### src/rtl/ifmaps_preload_ctrl.sv
// ifmaps_preload_ctrl
// Sequences a single ifmap job through the ifmaps preload FIFO. Beats from
// the AXIS ifmap DMA are gated into the FIFO while it has room. MAC-side
// read strobes are issued until every requested ifmap vector has been
// consumed. The block then raises a one-cycle done pulse. Stream framing
// (tlast) is checked on every accepted beat.
//
// Ports
//   i_clk, i_rst_n           clock, synchronous active-low reset
//   i_start                  job start pulse, ignored while busy
//   i_input_channel_size     channels per ifmap vector (latched at start)
//   i_pixel_count            ifmap vectors in the job (latched at start)
//   o_busy                   high from the accepted start through the done cycle
//   o_done                   one-cycle completion pulse
//   o_err_tlast              sticky framing error, cleared by the next start
//   i_s_axis_tvalid          AXIS beat valid
//   o_s_axis_tready          AXIS beat ready
//   i_s_axis_tlast           AXIS last beat of job
//   o_load_ifmaps_preload    preload FIFO write strobe
//   i_fifo_full              preload FIFO full
//   i_fifo_empty             preload FIFO empty
//   i_mac_ready              MAC array can consume a vector this cycle
//   o_MAC_read               preload FIFO read strobe (one vector consumed)
module ifmaps_preload_ctrl #(
    parameter int C_S_AXIS_TDATA_WIDTH = 32,
    parameter int CH_PER_BEAT          = 6,
    parameter int PIX_CNT_W            = 16,
    parameter int BEAT_CNT_W           = 9
) (
    input  logic                 i_clk,
    input  logic                 i_rst_n,
    input  logic                 i_start,
    input  logic [11:0]          i_input_channel_size,
    input  logic [PIX_CNT_W-1:0] i_pixel_count,
    output logic                 o_busy,
    output logic                 o_done,
    output logic                 o_err_tlast,
    input  logic                 i_s_axis_tvalid,
    output logic                 o_s_axis_tready,
    input  logic                 i_s_axis_tlast,
    output logic                 o_load_ifmaps_preload,
    input  logic                 i_fifo_full,
    input  logic                 i_fifo_empty,
    input  logic                 i_mac_ready,
    output logic                 o_MAC_read
);

    typedef enum logic [1:0] {
        ST_IDLE,
        ST_LOAD,
        ST_DRAIN,
        ST_DONE
    } state_t;

    state_t                r_state;
    state_t                w_state_next;

    logic [BEAT_CNT_W-1:0] r_beats_per_vec;
    logic [PIX_CNT_W-1:0]  r_pix_cnt;
    logic [BEAT_CNT_W-1:0] r_beat_cnt;
    logic [PIX_CNT_W-1:0]  r_wr_vec_cnt;
    logic [PIX_CNT_W-1:0]  r_rd_cnt;
    logic                  r_err_tlast;

    logic [BEAT_CNT_W-1:0] w_beats_per_vec;
    logic                  w_cfg_valid;
    logic                  w_start_ok;
    logic                  w_tready;
    logic                  w_accept;
    logic                  w_last_beat;
    logic                  w_final_beat;
    logic                  w_mac_read;
    logic [PIX_CNT_W-1:0]  w_rd_cnt_next;

    // The preload packer advances its write pointer once offset+CH_PER_BEAT
    // exceeds C, so a vector always occupies floor(C/CH_PER_BEAT)+1 beats,
    // even when C is an exact multiple of CH_PER_BEAT.
    assign w_beats_per_vec = BEAT_CNT_W'(i_input_channel_size / 12'(CH_PER_BEAT))
                           + BEAT_CNT_W'(1);

    assign w_cfg_valid  = (i_input_channel_size != 12'd0) && (i_pixel_count != '0);
    assign w_start_ok   = (r_state == ST_IDLE) && i_start;

    assign w_tready     = (r_state == ST_LOAD) && !i_fifo_full;
    assign w_accept     = w_tready && i_s_axis_tvalid;
    assign w_last_beat  = (r_beat_cnt == r_beats_per_vec - BEAT_CNT_W'(1));
    assign w_final_beat = w_last_beat && (r_wr_vec_cnt == r_pix_cnt - PIX_CNT_W'(1));

    // Reads run alongside writes; the FIFO empty flag is trusted to keep
    // the MAC from reading a vector that has not been fully written.
    assign w_mac_read    = ((r_state == ST_LOAD) || (r_state == ST_DRAIN))
                         && i_mac_ready && !i_fifo_empty && (r_rd_cnt < r_pix_cnt);
    assign w_rd_cnt_next = r_rd_cnt + {{(PIX_CNT_W-1){1'b0}}, w_mac_read};

    assign o_s_axis_tready       = w_tready;
    assign o_load_ifmaps_preload = w_accept;
    assign o_MAC_read            = w_mac_read;
    assign o_err_tlast           = r_err_tlast;

    // Next-state and status outputs. Leaving LOAD always passes through
    // DRAIN, even when the last read has already happened. DRAIN then
    // exits as soon as the read count reaches P, including the cycle in
    // which the final read fires.
    always_comb begin
        w_state_next = r_state;
        o_busy       = 1'b1;
        o_done       = 1'b0;
        case (r_state)
            ST_IDLE: begin
                o_busy = 1'b0;
                if (i_start) begin
                    w_state_next = w_cfg_valid ? ST_LOAD : ST_DONE;
                end
            end
            ST_LOAD: begin
                if (w_accept && w_final_beat) begin
                    w_state_next = ST_DRAIN;
                end
            end
            ST_DRAIN: begin
                if (w_rd_cnt_next == r_pix_cnt) begin
                    w_state_next = ST_DONE;
                end
            end
            ST_DONE: begin
                o_done       = 1'b1;
                w_state_next = ST_IDLE;
            end
            default: begin
                w_state_next = ST_IDLE;
            end
        endcase
    end

    // State, latched job configuration and progress counters. An accepted
    // start reloads the configuration and clears every counter and the
    // sticky framing flag. A start that arrives while busy is never
    // accepted, so the latched configuration stays fixed for the whole job.
    always_ff @(posedge i_clk) begin
        if (!i_rst_n) begin
            r_state         <= ST_IDLE;
            r_beats_per_vec <= '0;
            r_pix_cnt       <= '0;
            r_beat_cnt      <= '0;
            r_wr_vec_cnt    <= '0;
            r_rd_cnt        <= '0;
            r_err_tlast     <= 1'b0;
        end else begin
            r_state <= w_state_next;
            if (w_start_ok) begin
                r_beats_per_vec <= w_beats_per_vec;
                r_pix_cnt       <= i_pixel_count;
                r_beat_cnt      <= '0;
                r_wr_vec_cnt    <= '0;
                r_rd_cnt        <= '0;
                r_err_tlast     <= 1'b0;
            end else begin
                if (w_accept) begin
                    if (w_last_beat) begin
                        r_beat_cnt   <= '0;
                        r_wr_vec_cnt <= r_wr_vec_cnt + PIX_CNT_W'(1);
                    end else begin
                        r_beat_cnt <= r_beat_cnt + BEAT_CNT_W'(1);
                    end
                    // tlast must be present exactly on the final beat of the job.
                    // A mismatch is recorded, but the job keeps counting.
                    if (i_s_axis_tlast != w_final_beat) begin
                        r_err_tlast <= 1'b1;
                    end
                end
                if (w_mac_read) begin
                    r_rd_cnt <= w_rd_cnt_next;
                end
            end
        end
    end

endmodule
### config.mk
export PLATFORM = sky130hd
export DESIGN_NAME = ifmaps_preload_ctrl
export DESIGN_NICKNAME = d
export VERILOG_FILES = /design/src/rtl/ifmaps_preload_ctrl.sv
export SDC_FILE = /design/constraint.sdc
export NUM_CORES = 1
export LEC_CHECK = 0
export BUFFER_PORTS_ARGS = -buffer_cell sky130_fd_sc_hd__buf_2
export CORE_ASPECT_RATIO = 0.75
export CORE_UTILIZATION = 25
export CTS_CLUSTER_DIAMETER = 150
export CTS_CLUSTER_SIZE = 25
export DETAILED_ROUTE_END_ITERATION = 12
export PLACE_DENSITY = 0.38
export SKIP_CTS_REPAIR_TIMING = 1
export SYNTH_ARGS = -nofsm -noshare
export SYNTH_HDL_FRONTEND = slang
export SYNTH_SLANG_ARGS = --single-unit
### constraint.sdc
create_clock -name i_clk -period 14.1 [get_ports i_clk]
set_input_delay 1.41 -clock i_clk [delete_from_list [all_inputs] [get_ports i_clk]]
set_output_delay 1.41 -clock i_clk [all_outputs]
set_load 0.03 [all_outputs]
==> results.md <==
- The overall routed net length is 18200 µm.
- The clock tree from TritonCTS is yes.
- Counting instances in the post-synthesis netlist gives the leading cell types as nand2_1, dfxtp_1, nor2_1.
- The number of DRC markers in iteration 0 is about 330.
- The cell with the biggest individual delay on the critical path is a21boi_0.
- Clock-pin slew was measured on the worst setup and hold paths at approximately 0.060 ns.
- For this run, the total global-route usage over all layers was measured as 0.1556.
- nand2_1 is the most common cell in the netlist.
- In this run the vertical extent of the chip is about 130 µm.
- The wire-length estimate of the detail-placed layout is 13900 µm.
- The first global-routing pass estimated around 29000 µm of wire.
- The first-pass iteration count of the detailed router is 5.
- The total congestion overflow is 0.
- The worst setup slack after layout is ~8.1 ns.
- After detailed routing, the number of vias per cell comes to just over 5.
- The peak supply drop is between 0.00005 and 0.00006 V.
- Data on the critical path is required at its endpoint by 14.33 ns.
- The deepest level of the CTS H-tree is 3.
- Counting every sink on the clock net gives a little under 70.
- The clock root buffer master is clkbuf_16.
- In this design, the stage delay of the slowest critical-path cell is 0.65 ns.
- Entering global routing, the biggest net connects between 40 and 50 pins.
- Counting flops and latches in the post-synthesis netlist gives just under 70.
- The clock buffer count from CTS is 9.
- The area growth from synthesis to layout is 13.22%.
- The synthesized netlist occupies a cell area of ~5800 µm².
- Of the cells placed in the final design, the portion with a size suffix greater than 1 is 0.1081.
- The element type at the critical path start is a register.
- The biggest area contributor in the post-synthesis netlist is dfxtp_1.
- The fraction of synthesized cell area taken by the top area cell type is 0.2373.
- In the final routed layout, each cell accounts on average for around 17 µm.
- The total nets after synthesis is just over 800.
- Max-cap violations in this run came to 0.
- The maximum count of clock buffers along a single path is 2.
- Setup violations remaining at the end of the flow were counted as 0.
- Setup repair after global routing left no endpoint under its margin.
- The peak fanout along the critical path is 16.
- The vias after detailed routing is between 5000 and 6000.
- The number of antenna violations at the first check in global routing is 0.
- The arrival time of the worst setup path is 6.18 ns.
- The via count of the first global-routing pass is 5143.
- The number of antenna repair diodes is 0.
- For this run, the register share of the synthesized area comes to 0.2373.
- The run finished with clean final reports.
- The power density over the cells is between 100 and 150 nW/µm².
- Averaged over all synthesized cells, the footprint is ~7.6 µm².
- Headroom to the max-slew limit came out at 0.4058.
- The timing-limited maximum frequency is between 150 and 200 MHz.
- The critical path goes through inv_1 > ha_1 > a21o_1 > a21o_1 > a21o_1 > a211oi_1 > o21bai_1 > a211o_1 > a21boi_0 > ha_1 > ha_1 > nand3_1 > nor3_1 > xnor2_1 > a21oi_1 > o211ai_1 > o41ai_1 > o211ai_1 > o311a_1.
- The cell count after synthesis is roughly 770.
- The number of max-slew violations in the final report is 0.
- In this run the remaining antenna-violating nets after routing total 0.
- Timing analysis after detailed placement gives a worst setup slack of approximately 8 ns.
- After floorplanning, the core was divided into between 40 and 50 placement rows.
- Clock latency on the worst-skew pair, taken at its later pin, is between 0.3 and 0.4 ns.
- Among all flip-flop cells after synthesis, the most frequent one is dfxtp_1.
- By area the synthesized netlist is led by dfxtp_1, xor2_1, ha_1.
- The path class of the tightest hold or removal check is reg -> reg.
- The core region area is about 22000 µm².
- The number of input and output port buffers inserted is 41.
- The total buffers and inverters traversed by the critical path is 1.
- The ratio of final minimum period to clock period is 0.4220.
- The worst setup path is captured at a register.
- The die covers around 24000 µm².
- The post-synthesis cell type count is between 80 and 90.
- Summed over all cells, the static leakage comes to ~2.5 nW.
- The startpoint-to-endpoint class of the critical path is reg -> reg.
- The count of endpoints failing hold in the final timing report was 0.
- Grouping stages by cell kind, the critical path spends the most delay in compound AO/OA/AOI/OAI gates.
- The number of nets in the layout is 844.
- For this run, design rule violations remaining after detail routing come to 0.
- During synthesis, Yosys emitted a total of 0 warnings.
- 42 I/O pins were placed.
- The number of enable flip-flop cells after synthesis is 0.
- The tightest hold path in the finished design has a slack of approximately 0.48 ns.
- In the final timing run, aggregate negative setup slack is 0 ns.
- The share of flip-flops with an asynchronous set or reset after synthesis is 0.
- The post-route clock skew is ~0.0094 ns.
- The routability congestion estimate from global placement is roughly 0.8.
- The initial utilization of the core area, before any placement, comes to 0.2592.
- For the pin with the worst max-slew slack, the measured transition is ~0.88 ns.
- Subtracting the final worst setup slack from the clock period gives 5.950 ns.
- The die is 178.2 µm wide.
[final timing paths]
path                            cells after the start  slack (ns)                        to                      start
worst max-delay path                               19        8.15   r_state[0]$_SDFFE_PN0P_  r_pix_cnt[1]$_SDFFE_PN0P_
worst min-delay path                                2        0.48  o_err_tlast$_SDFFE_PP0P_   o_err_tlast$_SDFFE_PP0P_
worst min register to register                      2        0.48  o_err_tlast$_SDFFE_PP0P_   o_err_tlast$_SDFFE_PP0P_
worst max register to register                     19        8.15   r_state[0]$_SDFFE_PN0P_  r_pix_cnt[1]$_SDFFE_PN0P_
[flip-flops by register name (all words and copies together), names as in the netlist]
signal / count
r_beat_cnt: 9
r_beats_per_vec: 9
r_rd_cnt: 16
r_state: 2
r_pix_cnt: 16
r_wr_vec_cnt: 16
o_err_tlast: 1
[per-stage QoR]
step / area [µm²] / utilization / total power [mW] / cells
after CTS: 6591 / 0.2934 / 0.8894 / 1080
after global routing: 6591 / 0.2934 / 0.9398 / 1080
final: 6591 / 0.2934 / 0.8814 / 1080
after global placement: 6241 / 0.2778 / 0.6081 / 1064
after floorplan: 5822 / - / 0.5069 / 767
after detailed placement: 6241 / 0.2778 / 0.6114 / 1064
[power by group]
| part | leakage, nW | switching (mW) | internal, mW | total (mW) |
|---|---|---|---|---|
| sequential | 0.560 | 0.0354 | 0.214 | 0.249 |
| combinational | 1.73 | 0.224 | 0.136 | 0.361 |
| clock | 0.170 | 0.0936 | 0.178 | 0.272 |
| total | 2.46 | 0.353 | 0.528 | 0.881 |
[worst reg2reg max path: cells and delay by family (launching register included)]
kind            cells  cell delay [ns]
compound gates     12             3.44
xor+xnor            1             0.16
fa+ha+maj           3             0.92
buf+inv             1             0.18
flops               1             0.43
simple gates        2             0.72
[logic make-up (layout without fill, tap and decap cells)]
| family | Yosys count | in the layout | share of synthesized area |
|---|---|---|---|
| buffers and inverters | 78 | 97 | 0.05609 |
| AO/OA/AOI/OAI | 174 | 174 | 0.2123 |
| AND/OR/NAND/NOR | 318 | 318 | 0.2792 |
| adder cells (fa/ha/maj) | 27 | 27 | 0.05803 |
| flip-flops | 69 | 69 | 0.2373 |
| multiplexers | 22 | 22 | 0.03825 |
| XOR/XNOR | 79 | 79 | 0.1188 |
[final cells by class]
type / instances / area (µm²)
clock inverter: 5 / 107.6
timing repair buffer: 47 / 250.2
fill: 2427 / 15870
inverter: 34 / 127.6
clock buffer: 11 / 242.7
multi-input combinational: 620 / 4114
sequential: 69 / 1381
tap: 294 / 367.9
[placed cells by master, fill, tap and decap left out, types with 15 or more instances in the layout]
cell type and n:
nand2_1 89, dfxtp_1 69, nor2_1 63, o21ai_0 43, xor2_1 41, buf_2 41
xnor2_1 38, nand3_1 35, inv_1 33, a21oi_1 32, ha_1 27, nand4_1 24
nand2b_1 23, mux2i_1 20, nor3_1 15
[per-layer routing]
layer | vias to the layer above | part of all wire | GRT usage
met3 | 7 | 0.027 | 0.02834
li1 | 2809 | - | -
met1 | 2673 | 0.57 | 0.2455
met5 | - | 0 | 0
met4 | 0 | 0.0034 | 0.01977
met2 | 78 | 0.40 | 0.2185
Power figures use the tool's default switching activity.
